--- src/rtl/uart_pkg.sv ---
// Shared UART definitions: receiver state encoding and baud-period helper.
// Used by uart_receive and uart_transmit so both ends agree on bit timing.
package uart_pkg;

    // Receiver FSM states. PARITY is only visited in the 8E1 build.
    typedef enum logic [2:0] {
        WAIT_IDLE = 3'd0,
        IDLE      = 3'd1,
        START     = 3'd2,
        DATA      = 3'd3,
        PARITY    = 3'd4,
        STOP      = 3'd5
    } rx_state_t;

    // Clock cycles per bit; integer division matches uart_transmit exactly.
    function automatic int baud_period(input int clk_freq, input int baud);
        return clk_freq / baud;
    endfunction

endpackage

--- src/rtl/uart_receive_sync_2ff.sv ---
// sync_2ff: two-flop synchroniser for asynchronous inputs (uart rx, buttons,
// SPI cipo). RESET_VAL sets both flops during reset so the synchronised
// output starts at the line's idle level.
module sync_2ff #(
    parameter logic RESET_VAL = 1'b1
) (
    input  logic clk_in,
    input  logic rst_in,
    input  logic async_in,
    output logic sync_out
);

    logic meta;

    // Two-stage capture of the async pin; first stage may go metastable.
    always_ff @(posedge clk_in) begin
        if (!rst_in) begin
            meta     <= RESET_VAL;
            sync_out <= RESET_VAL;
        end else begin
            meta     <= async_in;
            sync_out <= meta;
        end
    end

endmodule

--- src/rtl/uart_receive.sv ---
// uart_receive: UART receiver, 8N1 LSB first, for the FTDI2232 host link.
// The raw line is synchronised, each bit is majority-voted from three samples
// around its centre, and a good frame produces a one-cycle valid pulse.
// Optional feature: define UART_RX_PARITY_EN for 8E1 frames, which adds an
// even-parity bit after data bit 7 and the parity_error_out port.
module uart_receive
    import uart_pkg::*;
#(
    parameter int CLK_FREQ  = 100_000_000,
    parameter int BAUD_RATE = 460800
) (
    input  logic       clk_in,
    input  logic       rst_in,
    input  logic       rx_wire_in,
    output logic [7:0] data_byte_out,
    output logic       valid_out,
    output logic       framing_error_out,
`ifdef UART_RX_PARITY_EN
    output logic       parity_error_out,
`endif
    output logic       busy_out
);

    localparam int BAUD_PERIOD = baud_period(CLK_FREQ, BAUD_RATE);
    localparam int HALF        = BAUD_PERIOD / 2;
    localparam int CNT_W       = $clog2(BAUD_PERIOD);

    localparam logic [CNT_W-1:0] SAMPLE_A = CNT_W'(HALF - 1);
    localparam logic [CNT_W-1:0] SAMPLE_B = CNT_W'(HALF);
    localparam logic [CNT_W-1:0] SAMPLE_C = CNT_W'(HALF + 1);
    localparam logic [CNT_W-1:0] CNT_LAST = CNT_W'(BAUD_PERIOD - 1);

    // 2-of-3 vote; a single corrupted sample cannot flip the bit.
    function automatic logic majority3(input logic a, input logic b, input logic c);
        return (a & b) | (a & c) | (b & c);
    endfunction

    rx_state_t        state;
    rx_state_t        state_nxt;
    logic             rx_sync;
    logic [CNT_W-1:0] bit_cnt;
    logic             samp_a;
    logic             samp_b;
    logic [2:0]       bit_idx;
    logic [7:0]       shift;
    logic             bit_val;
    logic             at_decide;
    logic             at_end;
    logic             cnt_clr;
    logic             shift_en;
    logic             idx_inc;
    logic             emit_byte;
    logic             emit_fe;
`ifdef UART_RX_PARITY_EN
    logic             par_bad;
    logic             par_latch;
    logic             emit_pe;
`endif

    // The only consumer of the raw pin: resync into the clk_in domain.
    sync_2ff #(
        .RESET_VAL (1'b1)
    ) u_sync (
        .clk_in   (clk_in),
        .rst_in   (rst_in),
        .async_in (rx_wire_in),
        .sync_out (rx_sync)
    );

    assign bit_val   = majority3(samp_a, samp_b, rx_sync);
    assign at_decide = (bit_cnt == SAMPLE_C);
    assign at_end    = (bit_cnt == CNT_LAST);
    assign busy_out  = (state != IDLE);

    // FSM state register; reset parks in WAIT_IDLE until the line is high.
    always_ff @(posedge clk_in) begin
        if (!rst_in) begin
            state <= WAIT_IDLE;
        end else begin
            state <= state_nxt;
        end
    end

    // Next-state and per-cycle strobes for the timer, shifter and outputs.
    always_comb begin
        state_nxt = state;
        cnt_clr   = 1'b0;
        shift_en  = 1'b0;
        idx_inc   = 1'b0;
        emit_byte = 1'b0;
        emit_fe   = 1'b0;
`ifdef UART_RX_PARITY_EN
        par_latch = 1'b0;
        emit_pe   = 1'b0;
`endif
        case (state)
            WAIT_IDLE: begin
                if (rx_sync) begin
                    state_nxt = IDLE;
                end
            end
            IDLE: begin
                if (!rx_sync) begin
                    state_nxt = START;
                    cnt_clr   = 1'b1;
                end
            end
            START: begin
                if (at_decide && bit_val) begin
                    // Low pulse too short to be a start bit.
                    state_nxt = IDLE;
                end else if (at_end) begin
                    state_nxt = DATA;
                    cnt_clr   = 1'b1;
                end
            end
            DATA: begin
                if (at_decide) begin
                    shift_en = 1'b1;
                end
                if (at_end) begin
                    cnt_clr = 1'b1;
                    idx_inc = 1'b1;
                    if (bit_idx == 3'd7) begin
`ifdef UART_RX_PARITY_EN
                        state_nxt = PARITY;
`else
                        state_nxt = STOP;
`endif
                    end
                end
            end
`ifdef UART_RX_PARITY_EN
            PARITY: begin
                if (at_decide) begin
                    par_latch = 1'b1;
                end
                if (at_end) begin
                    state_nxt = STOP;
                    cnt_clr   = 1'b1;
                end
            end
`endif
            STOP: begin
                // Leave at the decision point so a new start edge can be
                // caught during the second half of the stop bit.
                if (at_decide) begin
                    if (bit_val) begin
                        state_nxt = IDLE;
`ifdef UART_RX_PARITY_EN
                        if (par_bad) begin
                            emit_pe = 1'b1;
                        end else begin
                            emit_byte = 1'b1;
                        end
`else
                        emit_byte = 1'b1;
`endif
                    end else begin
                        state_nxt = WAIT_IDLE;
                        emit_fe   = 1'b1;
                    end
                end
            end
            default: begin
                state_nxt = WAIT_IDLE;
            end
        endcase
    end

    // Data-bit index; restarts from zero each time the receiver is idle.
    always_ff @(posedge clk_in) begin
        if (!rst_in) begin
            bit_idx <= 3'd0;
        end else if (state == IDLE) begin
            bit_idx <= 3'd0;
        end else if (idx_inc) begin
            bit_idx <= bit_idx + 3'd1;
        end
    end

    // Bit timer plus the two early samples feeding the majority vote.
    always_ff @(posedge clk_in) begin
        if (cnt_clr) begin
            bit_cnt <= '0;
        end else if (!at_end) begin
            bit_cnt <= bit_cnt + 1'b1;
        end
        if (bit_cnt == SAMPLE_A) begin
            samp_a <= rx_sync;
        end
        if (bit_cnt == SAMPLE_B) begin
            samp_b <= rx_sync;
        end
    end

    // LSB-first shift register: each voted bit enters at the top.
    always_ff @(posedge clk_in) begin
        if (shift_en) begin
            shift <= {bit_val, shift[7:1]};
        end
    end

`ifdef UART_RX_PARITY_EN
    // Even parity: a mismatch between the received bit and XOR of the data.
    always_ff @(posedge clk_in) begin
        if (par_latch) begin
            par_bad <= bit_val ^ (^shift);
        end
    end
`endif

    // Registered outputs: byte is only loaded by a fully checked frame.
    always_ff @(posedge clk_in) begin
        if (!rst_in) begin
            data_byte_out     <= 8'h00;
            valid_out         <= 1'b0;
            framing_error_out <= 1'b0;
`ifdef UART_RX_PARITY_EN
            parity_error_out  <= 1'b0;
`endif
        end else begin
            valid_out         <= emit_byte;
            framing_error_out <= emit_fe;
`ifdef UART_RX_PARITY_EN
            parity_error_out  <= emit_pe;
`endif
            if (emit_byte) begin
                data_byte_out <= shift;
            end
        end
    end

endmodule
--- config.mk ---
export PLATFORM = sky130hd
export DESIGN_NAME = uart_receive
export DESIGN_NICKNAME = d
export VERILOG_FILES = /design/src/rtl/uart_pkg.sv /design/src/rtl/uart_receive_sync_2ff.sv /design/src/rtl/uart_receive.sv
export SDC_FILE = /design/constraint.sdc
export NUM_CORES = 1
export LEC_CHECK = 0
export CAP_MARGIN = 20
export CORE_ASPECT_RATIO = 1.4
export CORE_MARGIN = 4
export CORE_UTILIZATION = 28
export DETAILED_ROUTE_END_ITERATION = 10
export HOLD_SLACK_MARGIN = 0.12
export MAX_ROUTING_LAYER = met4
export SYNTH_ARGS = -nofsm -noshare
export SYNTH_HDL_FRONTEND = slang
export SYNTH_SLANG_ARGS = --single-unit
--- constraint.sdc ---
create_clock -name clk_in -period 2.4 [get_ports clk_in]
set_input_delay 0.6 -clock clk_in [delete_from_list [all_inputs] [get_ports clk_in]]
set_output_delay 0.6 -clock clk_in [all_outputs]
set_load 0.02 [all_outputs]
Word-level counts from Yosys, hierarchy flattened
Cells that the tools add are included.

Add/subtract/negate cells: 2. Equal/unequal tests: 16. Mux-type cells: 20. Bitwise logic cells: 6. Reductions and logical operators: 5.

Operator list (number): 8-bit by 7-bit == test with 1-bit output (second input constant) (3); 3-bit two-way mux (7); 3-bit case mux with 5 select lines (1); 1-bit two-way mux (11); 8-bit by 1-bit adder with 8-bit output (second input constant) (1); 8-bit == test (second input constant) (1); 2-bit != test (second input constant) (4); 3-bit by 2-bit == test with 1-bit output (second input constant) (2); 3-bit == test (second input constant) (2); 6-bit AND reduction (1); 3-bit by 1-bit adder with 3-bit output (second input constant) (1); 1-bit AND (3); 3-bit by 1-bit == test with 1-bit output (second input constant) (1); 3-bit zero test (1); 3-bit by 1-bit != test with 1-bit output (second input constant) (1); 3-bit != test (second input constant) (1); 1-bit case mux with 3 select lines (1); 3-bit AND reduction (1); 2-bit by 1-bit != test with 1-bit output (second input constant) (1); 1-bit bitwise OR (2); 2-bit OR reduction (1); 1-bit logical AND (1); 1-bit inverter (1).

Flip-flop bits (word level): 36. Input port bits: 3. Output and inout bits: 11. Word-level logic and storage cells: 60.

Logic depth before layout (Yosys ltp)
Word-level depth: 6. Gate-level depth with buffers: 7. Mapped depth without buffers: 7.

Modules after synthesis
A second synthesis with hierarchy kept.

Cell total of the unflattened synthesis: 152. Area total of the unflattened synthesis: 1566.5 um^2.

By module, submodules not included: uart_receive (instances 1, cells an instance 148, area each 1514.0 um^2, seq. area each 780.7 um^2); sync_2ff (instances 1, cells an instance 4, area each 52.6 um^2, seq. area each 40.0 um^2).

Least setup slack after synthesis
No wires, ideal clock.

Kind: register to register. From: reg state[0]. To: reg shift[0], enable pin. Library setup time: 0.383 ns. Arrival: 1.328 ns. Required time: 2.017 ns. Setup slack: 0.689 ns. Cell stages (with the launch flop): 3. Path buffers: 0. Clock period less this slack: 1.711 ns. Cells stage by stage: dfxtp_1 nand3b_1 nor3_1.

Word-level cells in the longest chain between the ends: 2.

Ends and longest elaborated chain: start, declared (RTL line uart_receive.sv:38) `rx_state_t state;`; start signal, assigned (RTL line uart_receive.sv:80) `state <= state_nxt;`; 3-bit by 2-bit == test with 1-bit output (RTL line uart_receive.sv:96) `case (state)`; 1-bit two-way mux (RTL line uart_receive.sv:96); via shift_en (RTL line uart_receive.sv:50) `logic shift_en;`; end signal, assigned (RTL line uart_receive.sv:200) `shift <= {bit_val, shift[7:1]};`; end, declared (RTL line uart_receive.sv:45) `logic [7:0] shift;`.

The timed path passes the listed nets, and every way through them passes these cells. A chain may end at the register's enable or synchronous reset.

Final worst setup path
From: reg state[1]. To: out busy_out.

Word-level cells in the longest chain between the ends: 1.

Ends and longest elaborated chain: 3-bit by 1-bit != test with 1-bit output (RTL line uart_receive.sv:73) `assign busy_out = (state != IDLE);`; end, declared (RTL line uart_receive.sv:21) `output logic busy_out`.

Every way passes these cells.

==> metrics.csv <==
metric;value;unit
drive_above_1_share;11.5;%
max_freq;457;MHz
die_y;96.5;um
start_kind;flop;
fp.dieW;71.2;um
yosysSeqAreaShare;52.4;%
vdd_ir_drop_max;506;uV
hold_start;u_sync.meta$_SDFF_PN1_;
port_buffers;13;
rows;32;
synth_nets;144;
vias;1009;
startpoint;state[1]$_SDFFE_PN0P_;
required;1800;ps
yosys.cell_types.count;38;
r2r-start;u_sync.sync_out$_SDFF_PN1_;
syn_inst;136;
worst_slew_pin_slew;485;ps
worstSkewPairLatency;290;ps
clk_path_buf_depth;2;
viasPerCell;4.48;
power_density;885;mW/mm^2
hold_viol_final;0;
track_usage;8.42;%
synth_ff_type;dfxtp_1;
grt_pass1_vias;947;
crit_buf_inv;1;
synth_compound_area_share;7.18;%
critPathTopFamily;buffers and inverters;
start_util;28.6;%
avgSynthCellArea;11.5;um^2
worstPathCellList;nor2b_1, nand2b_1, clkdlybuf4s50_1;
post_synth_instance_area;0.00157;mm^2
cts_made_buffers;5;
core-area;0.00549;mm^2
maxSlewHeadroom;67.6;%
slew_violations;0;
critical_path_class;flop to output pin;
cp_slowest_stage_delay;650;ps
cp_num_cells;3;
grt_setup_unrepaired;false;
synthMuxAreaShare;7.02;%
yosys.area_share.simple;21.6;%
crit_fanout;5;
drtPass1Iterations;4;
wl_per_cell;11.4;um
reg2reg_depth;4;
nets;164;
clkSinkCount;36;
clkTransAtPathRegs;80;ps
cts_tree;yes;
grt_first_pass_wirelength;4.42;mm
antenna_found_initial;0;
antennaDiodeCount;0;
grt_max_degree;17;
gr-total-overflow;0;
synth_top_family_by_area;simple AND/OR/NAND/NOR gates;
dp_hpwl;1.84;mm
outcome;finished, final reports clean;
cp.arrival;1590;ps
post-route-drc-count;0;
yosys_register_bits;36;
cts-resized-gates;0;
gp_congestion;0.717;
synth-edff-count;10;
synth_warnings;0;
layout_min_cycle_time;2190;ps
syn2layout_area_growth;20.8;%
hold_path_class;flop to flop;
critPathCaptureType;output pin;
setup_tns;0;ps
cap_violations;0;
min_path_cells;1;
ios;14;
antenna_left;0;
post-cts-setup-buffer-count;0;
routed_wl;2.56;mm
htree_num_levels;2;
fin_util;34.5;%
cts_hold_buffers;0;
synth-xor-area-share;5.03;%
finalSetupViolCount;0;
cp_slowest_cell;clkdlybuf4s50_1;
finalCritPeriodShare;91.2;%
synth_fa_ha_area_share;4.63;%
cts_root_buffer;clkbuf_8;
async_reset_ff_share;0;%
p_leak;0.739;nW
die-area;0.00688;mm^2
fin_skew;7.62;ps
drt_first_iter_violations;24;
==> per-stage QoR <==
stage / hold WS, ps / instance area, um^2 / cells / power [mW] / setup WS, ps
global placement: 400 / 1780 / 217 / 1.16 / 556
CTS: 415 / 1890 / 225 / 1.70 / 194
finish: 407 / 1890 / 225 / 1.68 / 212
floorplan: 386 / 1570 / 136 / 1.06 / 689
detailed placement: 395 / 1780 / 217 / 1.16 / 540
global route: 440 / 1890 / 225 / 1.78 / 123
==> cells in the mapped netlist, types with 2 or more instances <==
master    instances  area (um^2)
dfxtp_1          26          521
nor2_1           13         48.8
mux2i_1          11          110
edfxtp_1         10          300
nor2b_1          10         62.6
nand2_1           6         22.5
ha_1              5         62.6
inv_1             5         18.8
nand3_1           5         25.0
xor2_1            5         43.8
nand2b_1          4         25.0
nor3_1            4         20.0
xnor2_1           4         35.0
and3_1            2         12.5
nand3b_1          2         15.0
o31ai_1           2         15.0
==> placed cells by master, fill, tap and decap left out, types with 6 or more instances in the layout <==
master and instances:
clkdlybuf4s50_1 13, nand2_1 6, mux2i_1 11, edfxtp_1 10
nor2b_1 10, dfxtp_1 26, nor2_1 13
==> per-layer routing <==
layer	global-route usage [%]	vias to the layer above	wire, um
met1	10.3	476	1220
met5	-	-	0
met3	2.80	5	97
met2	12.7	16	1200
li1	-	512	-
met4	3.76	0	45
==> state kept, by name (all words and copies together), names as in the netlist <==
register / flops
bit_cnt: 8
bit_idx: 3
data_byte_out: 8
framing_error_out: 1
samp_a: 1
samp_b: 1
shift: 8
state: 3
u_sync.meta: 1
u_sync.sync_out: 1
valid_out: 1
==> worst reg2reg max path, cell delays in order, from the launching register on <==
cell     delay, ps
dfxtp_1        480
maj3_1         460
nand3_4        240
mux2i_1        200
nor2b_1         60
==> power breakdown <==
group	internal (mW)	switching, mW	total (mW)
combinational	0.169	0.199	0.367
clock	0.307	0.220	0.527
sequential	0.696	0.0860	0.782
total	1.17	0.504	1.68
==> final timing paths <==
| path | endpoint | slack (ps) |
|---|---|---|
| setup / recovery | busy_out | 210 |
| hold / removal | u_sync.sync_out$_SDFF_PN1_ | 410 |
| setup reg to reg | data_byte_out[2]$_SDFFE_PN0P_ | 840 |
| hold reg to reg | u_sync.sync_out$_SDFF_PN1_ | 410 |
==> cells by family (layout without fill, tap and decap cells) <==
| group | after synthesis | count (layout) |
|---|---|---|
| AOI/OAI and AO/OA | 11 | 11 |
| adders and majority gates | 6 | 6 |
| xor gates and xnor gates | 9 | 9 |
| muxes | 11 | 11 |
| DFF | 36 | 36 |
| buffers and inverters | 7 | 28 |
| and+or+nand+nor | 56 | 56 |
==> area by class of cell <==
type	instances	area, um^2
flip-flops and latches	36	821
clock buffers	5	68.8
well taps	68	85.1
repair buffers	15	145
clock inverters	3	42.5
inverters	5	18.8
fillers	552	3590
multi-input cells	93	713
(Power assumes the default switching activity.)
